$ cat config.mk
export PLATFORM = sky130hd
export DESIGN_NAME = cache_fill_writer
export DESIGN_NICKNAME = d
export VERILOG_FILES = /design/src/rtl/cache_fill_writer.sv
export SDC_FILE = /design/constraint.sdc
export NUM_CORES = 1
export LEC_CHECK = 0
export ABC_CLOCK_PERIOD_IN_PS = 3800
export CELL_PAD_IN_SITES_DETAIL_PLACEMENT = 1
export CELL_PAD_IN_SITES_GLOBAL_PLACEMENT = 2
export CORE_MARGIN = 5
export CORE_UTILIZATION = 30
export CTS_CLUSTER_DIAMETER = 30
export DETAILED_ROUTE_END_ITERATION = 8
export PLACE_DENSITY = 0.91
export SKIP_LAST_GASP = 1
export SLEW_MARGIN = 25
export SYNTH_ARGS = -nofsm -noshare
export SYNTH_HDL_FRONTEND = slang
export SYNTH_SLANG_ARGS = --single-unit
$ cat constraint.sdc
create_clock -name Clock -period 3.8 [get_ports Clock]
set_clock_uncertainty 0.05 [all_clocks]
set_input_delay 0.38 -clock Clock [delete_from_list [all_inputs] [get_ports Clock]]
set_output_delay 0.38 -clock Clock [all_outputs]
set_load 0.1 [all_outputs]
$ cat src/rtl/cache_fill_writer.sv
// cache_fill_writer: picks a victim way on a miss and fills its line word by word from memory
module cache_fill_writer #(
  parameter int WAYS       = 8,
  parameter int LINE_WORDS = 8,
  parameter int DATA_W     = 16
) (
  input  logic                          Clock,
  input  logic                          Reset_H,
  input  logic                          Miss_H,
  input  logic [WAYS-1:0]               Valid_In,
  input  logic [DATA_W-1:0]             MemData_In,
  input  logic                          MemAck_H,
  output logic                          MemReq_H,
  output logic [$clog2(LINE_WORDS)-1:0] WordIndex_Out,
  output logic [WAYS-1:0]               WayWrite_H,
  output logic [DATA_W-1:0]             DataOut,
  output logic                          Busy_H,
  output logic                          FillDone_H
);
  localparam int WW = $clog2(LINE_WORDS);
  localparam int RW = $clog2(WAYS);
  localparam logic [1:0] IDLE  = 2'd0;
  localparam logic [1:0] REQ   = 2'd1;
  localparam logic [1:0] WRITE = 2'd2;
  localparam logic [1:0] DONE  = 2'd3;
  logic [1:0]      state;
  logic [WAYS-1:0] victim, first_free, rr_hot, pick;
  logic [RW-1:0]   rr;
  logic [WW-1:0]   word;
  logic            used_rr, any_free, last_word;
  assign rr_hot    = WAYS'(1) << rr;
  assign pick      = any_free ? first_free : rr_hot;
  assign last_word = word == WW'(LINE_WORDS - 1);
  // lowest-index invalid way; any_free low means the set is full and RR decides
  always_comb begin
    first_free = '0;
    any_free   = 1'b0;
    for (int i = 0; i < WAYS; i++) begin
      first_free[i] = !Valid_In[i] && !any_free;
      any_free      = any_free || !Valid_In[i];
    end
  end
  // fill sequencer: victim latch, word counter, write data register and RR advance
  always_ff @(posedge Clock or posedge Reset_H)
    if (Reset_H) begin
      state   <= IDLE;
      victim  <= '0;
      rr      <= '0;
      used_rr <= 1'b0;
      word    <= '0;
      DataOut <= '0;
    end else case (state)
      IDLE: if (Miss_H) begin
        victim  <= pick;
        used_rr <= !any_free;
        word    <= '0;
        state   <= REQ;
      end
      REQ: if (MemAck_H) begin
        DataOut <= MemData_In;
        state   <= WRITE;
      end
      WRITE: begin
        word  <= last_word ? word : word + WW'(1);
        state <= last_word ? DONE : REQ;
      end
      default: begin
        rr      <= used_rr ? ((rr == RW'(WAYS - 1)) ? '0 : rr + RW'(1)) : rr;
        used_rr <= 1'b0;
        state   <= IDLE;
      end
    endcase
  assign MemReq_H      = state == REQ;
  assign WayWrite_H    = (state == WRITE) ? victim : '0;
  assign Busy_H        = state != IDLE;
  assign FillDone_H    = state == DONE;
  assign WordIndex_Out = word;
endmodule

==> results.md, run 1 <==
- Vert. Die Dim: approximately 86 um
- Congestion Overflow GR: 0
- H-tree depth: 2
- Number of CTS-inserted buffers: 5
- Critical Path Start Type: register
- Max-Cap Viols: 0
- Final instance area: 2490 um^2
- Multi-input logic area: roughly 850 um^2
- Total GRT Usage: between 10% and 20%
- Worst Hold Launch: victim[6]$_DFFE_PP0P_
- N_diodes: 0
- Core Area: about 5600 um^2
- Num ports: 58
- Top FF cell, synth: dfrtp_1
- #FFs+latches synth: 33
- Clk root buf: clkbuf_8
- Final setup vio count: 0
- Pre-antenna DRT Iters: 4
- Seq/Total Area, Yosys: a little under half
- CP endpoint kind: output port
- Fin Setup TNS: 0 ns
- Area Growth Syn to Fin: 42.65%
- PortBufs: 57
- Largest net degree at the start of global routing: 34
- Clk Latency, worst-skew pair: ~0.29 ns
- Final ANT Viol Nets: 0
- Flop2flop setup slack: about 1.8 ns
- Critical Path AT: about 2.4 ns
- Initial Utilization: 31.31%
- Clock Sink Count: 33
- CTS Buffer Depth: 2
- Run status: finished, final reports clean
- Register cell area after layout: approximately 830 um^2
- FMAX: approximately 350 MHz
- Worst reg2reg path startpoint: state[0]$_DFFE_PP0P_
- Mean Syn Cell Area: approximately 11 um^2
- Rows: 27
- Total setup buffers inserted after CTS: 0
- Post-synth net total: just under 200
- CTS Hold Bufs: 0
- # resized after CTS: 0
- Slew Viols, Final: 0
- Synth async-reset ratio: 100.0%
- DRT iter0 DRCs: 38
- Final HPWL DP: ~3500 um
- Worst-margin pin slew: between 0.9 and 1 ns
- Cell Area, Placed: between 2000 and 2500 um^2
- Post-Layout Cell Count: roughly 290
- Relative slew slack: 33.70%
- EDFF count, synth: 0
- Maximum fanout along the worst path: 14
- CTS tree: yes
- Netlist Area Pre-Place: 1745 um^2
- Clk slew on worst S/H paths: around 0.070 ns
- Tmin final: 2.834 ns
- Post-Place Cells: between 200 and 300
- First-pass GRT wire length: around 7600 um
- DR WL/cell: approximately 16 um
- Hold endpoint: victim[6]$_DFFE_PP0P_
- Worst-case reg-to-reg path depth: 5
- FILL cells: 620
- Vias/cell: slightly below 5
- Worst endpoint required time: between 3 and 4 ns
- DR DRC count: 0
- Count of mapped cells out of synthesis: around 150
- Nets: roughly 250
- Layout cell share with drive strength beyond 1: between 10% and 20%
- Distinct cells, synth: 36
- RePlAce Congestion: roughly 0.7
- Full die area: approximately 7400 um^2
- CP Class: reg2out
- Hold Crit Class: reg2reg
- Antenna violations before repair: 0
- WL final: between 4000 and 5000 um
- YS warnings: 0
- Reg2Reg Capture Point: victim[6]$_DFFE_PP0P_
- Final hold viol count: 0
- RSZ-0062 raised after global routing: no
- WHS Path Cells: 1
- Final Cycle Share: between 70% and 80%
- Number of global-route vias before repair: 1537
- Die X: around 86 um
- Vias: roughly 1400
[worst max-delay path by stage]
| stage | slack [ns] | from | cells after the start | end |
|---|---|---|---|---|
| floorplan | 1.41 | state[1]$_DFFE_PP0P_ | 5 | DataOut[0]$_DFFE_PP0P_ |
| global placement | 1.30 | state[0]$_DFFE_PP0P_ | 4 | Busy_H |
| detailed placement | 1.27 | state[0]$_DFFE_PP0P_ | 4 | Busy_H |
| CTS | 0.94 | state[0]$_DFFE_PP0P_ | 4 | Busy_H |
| global route | 0.84 | state[0]$_DFFE_PP0P_ | 4 | Busy_H |
| finish | 0.97 | state[0]$_DFFE_PP0P_ | 4 | Busy_H |
[metal layers]
metal | global-route usage [%] | wire (um) | vias up | share of wire [%]
li1 | - | - | 662 | -
met1 | 15.00 | 1895 | 690 | 42
met2 | 23.20 | 2514 | 20 | 55
met3 | 3.517 | 145 | 0 | 3.2
met4 | 2.550 | 0 | 0 | 0
met5 | 0 | 0 | - | 0
[kinds of logic (layout without fill, tap and decap cells)]
logic type,Yosys count,after routing,share of synthesized area (%)
simple gates,46,46,15.63
flops,33,33,47.31
compound gates,29,29,12.33
mux,18,18,11.54
buf+inv,15,74,3.871
fa+ha+maj,13,13,9.319
[synth_stat cells (4+ instances only)]
master	count	share of area, %
nand2b_1	4	1.4
o21ai_0	6	1.7
ha_1	13	9.3
nand2_1	10	2.2
nand3b_1	4	1.7
nand3_1	7	2.0
inv_1	8	1.7
and2_1	10	3.6
dfrtp_1	33	47
mux2_2	17	11
o31ai_1	5	2.2
[stage by stage]
stage	setup slack, ns	hold WS [ns]	util, %
4_1_cts	0.9401	0.4423	44.67
2_1_floorplan	1.405	0.3920	-
3_5_place_dp	1.266	0.4260	42.27
5_1_grt	0.8388	0.4752	44.67
3_3_place_gp	1.297	0.4156	42.27
6_report	0.9663	0.4431	44.67
[critical path, cell delays in order (launching register included)]
cell,delay [ns]
dfrtp_1,0.41
inv_1,0.11
ha_1,0.36
inv_1,0.10
clkdlybuf4s50_1,1.13
[layout make-up]
type / instances / share of cell area (%)
multi-input cells: 106 / 34.22
flip-flops and latches: 33 / 33.17
repair buffers: 58 / 22.41
well taps: 72 / 3.618
clock buffers: 5 / 2.764
clock inverters: 3 / 2.613
inverters: 8 / 1.206
[layout by cell type, fill, tap and decap left out, drive strengths merged, types with 2 or more instances in the layout]
master         Yosys  routed
nand3              7       7
dfrtp             33      33
nand4              2       2
bufinv             0       2
inv                8       8
or2                2       2
nand3b             4       4
a2bb2oi            3       3
o31ai              5       5
o21ai              7       7
ha                13      13
buf                4       9
clkdlybuf4s50      0      49
a21o               2       2
nor3               2       2
nand2b             4       4
nand2             10      10
a221o              3       3
a21oi              3       3
and2              10      10
mux2              17      17
clkbuf             3       5
[state kept, by name, indices dropped and copies added (netlist names)]
register,count
rr,3
used_rr,1
DataOut,16
victim,8
state,2
WordIndex_Out,3
Power of run 1 is not shown: default switching activity piles up to over one toggle a cycle in this logic, so the estimate is an artifact.
==> inputs of run 2 (changes only) <==
- ABC_CLOCK_PERIOD_IN_PS: 3800 -> 2300
- CORE_UTILIZATION: 30 -> 25
- PLACE_DENSITY: 0.91 -> 0.81
- clock period: 3.8 -> 2.3 ns (I/O delays scaled with it)
==> results.md, run 2 (synthesis gave the netlist of run 1 again) <==
- Final HPWL DP: 3597 um (+2.7%)
- Register cell area after layout: 825.8 um^2 (unchanged)
- Total GRT Usage: 10.73% (-2.0 points)
- # resized after CTS: 0 (unchanged)
- Relative slew slack: 63.41% (+30 points)
- Num ports: 58 (unchanged)
- N_diodes: 0 (unchanged)
- Final Core Density: 37.94% (-6.7 points)
- DRT iter0 DRCs: 18 (-53%)
- Final setup vio count: 0 (unchanged)
- CTS Buffer Depth: 2 (unchanged)
- CTS Hold Bufs: 0 (unchanged)
- Vert. Die Dim: 93.56 um (+8.4%)
- Hold Crit Class: in2async
- Post-Place Cells: 303 (+9.4%)
- Final Cycle Share: 91.34%
- Core Area: 6794 um^2 (+22%)
- Worst endpoint required time: 2.02 ns (-1.35 ns)
- H-tree depth: 2 (unchanged)
- Number of global-route vias before repair: 1498 (-2.5%)
- Largest regs: DataOut x16, victim x8
- CP Class: reg2out
- FMAX: approximately 480 MHz
- Rows: 30 (+11%)
- Critical Path Start Type: register
- Post-Layout Cell Count: 311 (+9.1%)
- PortBufs: 57 (unchanged)
- Largest net degree at the start of global routing: 34 (unchanged)
- Reg with most FFs: DataOut
- Initial Utilization: 25.69% (-5.6 points)
- Slowest-stage cell, CP: ha_1
- Final instance area: 2577 um^2 (+3.5%)
- Final ANT Viol Nets: 0 (unchanged)
- CP endpoint kind: output port
- Tmin final: approximately 2.1 ns
- WL final: 4552 um (about the same)
- Antenna violations before repair: 0 (unchanged)
- Sequence of cells on the critical path: inv_1, ha_1, and2_1, buf_12
- Slew Viols, Final: 0 (unchanged)
- Area Growth Syn to Fin: 47.67%
- Vias: 1381 (+0.66%)
- RSZ-0062 raised after global routing: no
- Die X: 93.56 um (+8.4%)
- Full die area: 8753 um^2 (+18%)
- RePlAce Congestion: 0.7537 (+7.6%)
- Multi-input logic area: 854.6 um^2 (+0.29%)
- Worst-margin pin slew: 0.5488 ns (-0.4425 ns)
- Max-Cap Viols: 0 (unchanged)
- Max reg flops: 16 (unchanged)
- Most common cell after layout, fill and taps aside: dfrtp_1
- CTS tree: yes
- Pre-antenna DRT Iters: 4 (unchanged)
- Run status: finished, final reports clean
- Slowest Stage Delay on Critical Path: 0.52 ns (-0.61 ns)
- FILL cells: 745 (+20%)
- Clk root buf: clkbuf_8
- Number of CTS-inserted buffers: 5 (unchanged)
- Critical Path AT: 1.82 ns (-0.58 ns)
- Congestion Overflow GR: 0 (unchanged)
- Final hold viol count: 0 (unchanged)
- DR DRC count: 0 (unchanged)
- Clock Sink Count: 33 (unchanged)
- Fin Setup TNS: 0 ns (unchanged)
- First-pass GRT wire length: 7465 um (-1.4%)
- Clk slew on worst S/H paths: 0.07 ns (about the same)
- Layout cell share with drive strength beyond 1: 29.30% (+11 points)
- Top delay family on crit path: adder cells
- DR WL/cell: 14.64 um (-8.4%)
- Most frequent cells in the layout: 33 x dfrtp_1, 27 x clkdlybuf4s50_1, 24 x buf_4
- Clk Latency, worst-skew pair: 0.28 ns (about the same)
- Buffers and inverters on the worst path: 2 (-1)
- Nets: 255 (+0.79%)
- Cell Area, Placed: 2461 um^2 (+4.5%)
- Maximum fanout along the worst path: 18 (+4)
- Total setup buffers inserted after CTS: 0 (unchanged)
- Vias/cell: 4.441 (-7.8%)
[run 2: changes by cell type in the layout (fill, tap and decap cells not counted)]
cell / previous run / this run
clkdlybuf4s50_1: 49 / 27
clkbuf_1: 0 / 1
buf_12: 0 / 9
ha_2: 0 / 1
clkbuf_8: 5 / 6
buf_4: 9 / 24
bufinv_16: 2 / 1
clkinv_2: 1 / 0
ha_1: 13 / 12
[run 2: final timing paths]
check                                            from                           end  slack, ns  cells after the start
worst max register to register   state[0]$_DFFE_PP0P_  WordIndex_Out[1]$_DFFE_PP0P_       0.56                      5
min in group Clock              victim[6]$_DFFE_PP0P_         victim[6]$_DFFE_PP0P_       0.44                      1
max in group asynchronous                     Reset_H             rr[1]$_DFFE_PP0P_       1.59                      3
worst max-delay path             state[0]$_DFFE_PP0P_                 WayWrite_H[6]       0.20                      4
worst min-delay path                          Reset_H        DataOut[4]$_DFFE_PP0P_       0.30                      3
worst min register to register  victim[6]$_DFFE_PP0P_         victim[6]$_DFFE_PP0P_       0.44                      1
[run 2: worst min-delay path, stage by stage]
cell and delay [ns]:
clkdlybuf4s50_1 0.40, inv_1 0.05, buf_4 0.37
[run 2: area by class of cell]
cell class / count / area share, %
well taps: 96 / 4.660
inverters: 8 / 1.165
repair buffers: 60 / 24.47
multi-input cells: 106 / 33.16
clock buffers: 7 / 3.350
flip-flops and latches: 33 / 32.04
clock inverters: 1 / 1.165
[run 2: routing by layer]
layer,track usage [%],part of all wire (%),wire length [um]
met1,13.14,43,1972
met2,19.00,51,2319
met3,2.977,5.2,237
met4,1.805,0.48,22
met5,0,0,0
[run 2: stage by stage]
step	hold slack, ns	setup slack, ns
floorplan	0.3089	0.1478
global placement	0.4244	0.4792
detailed placement	0.4230	0.4017
CTS	0.3244	0.1517
global route	0.3535	0.02631
finish	0.2994	0.1991
Power of run 2 is left out for the same reason.
==> inputs of run 3 (changes only) <==
- TNS_END_PERCENT: unset -> 50
==> results of run 3 <==
Final layout, timing and power as in run 2 (identical DEF).
Power of run 3 is left out for the same reason.
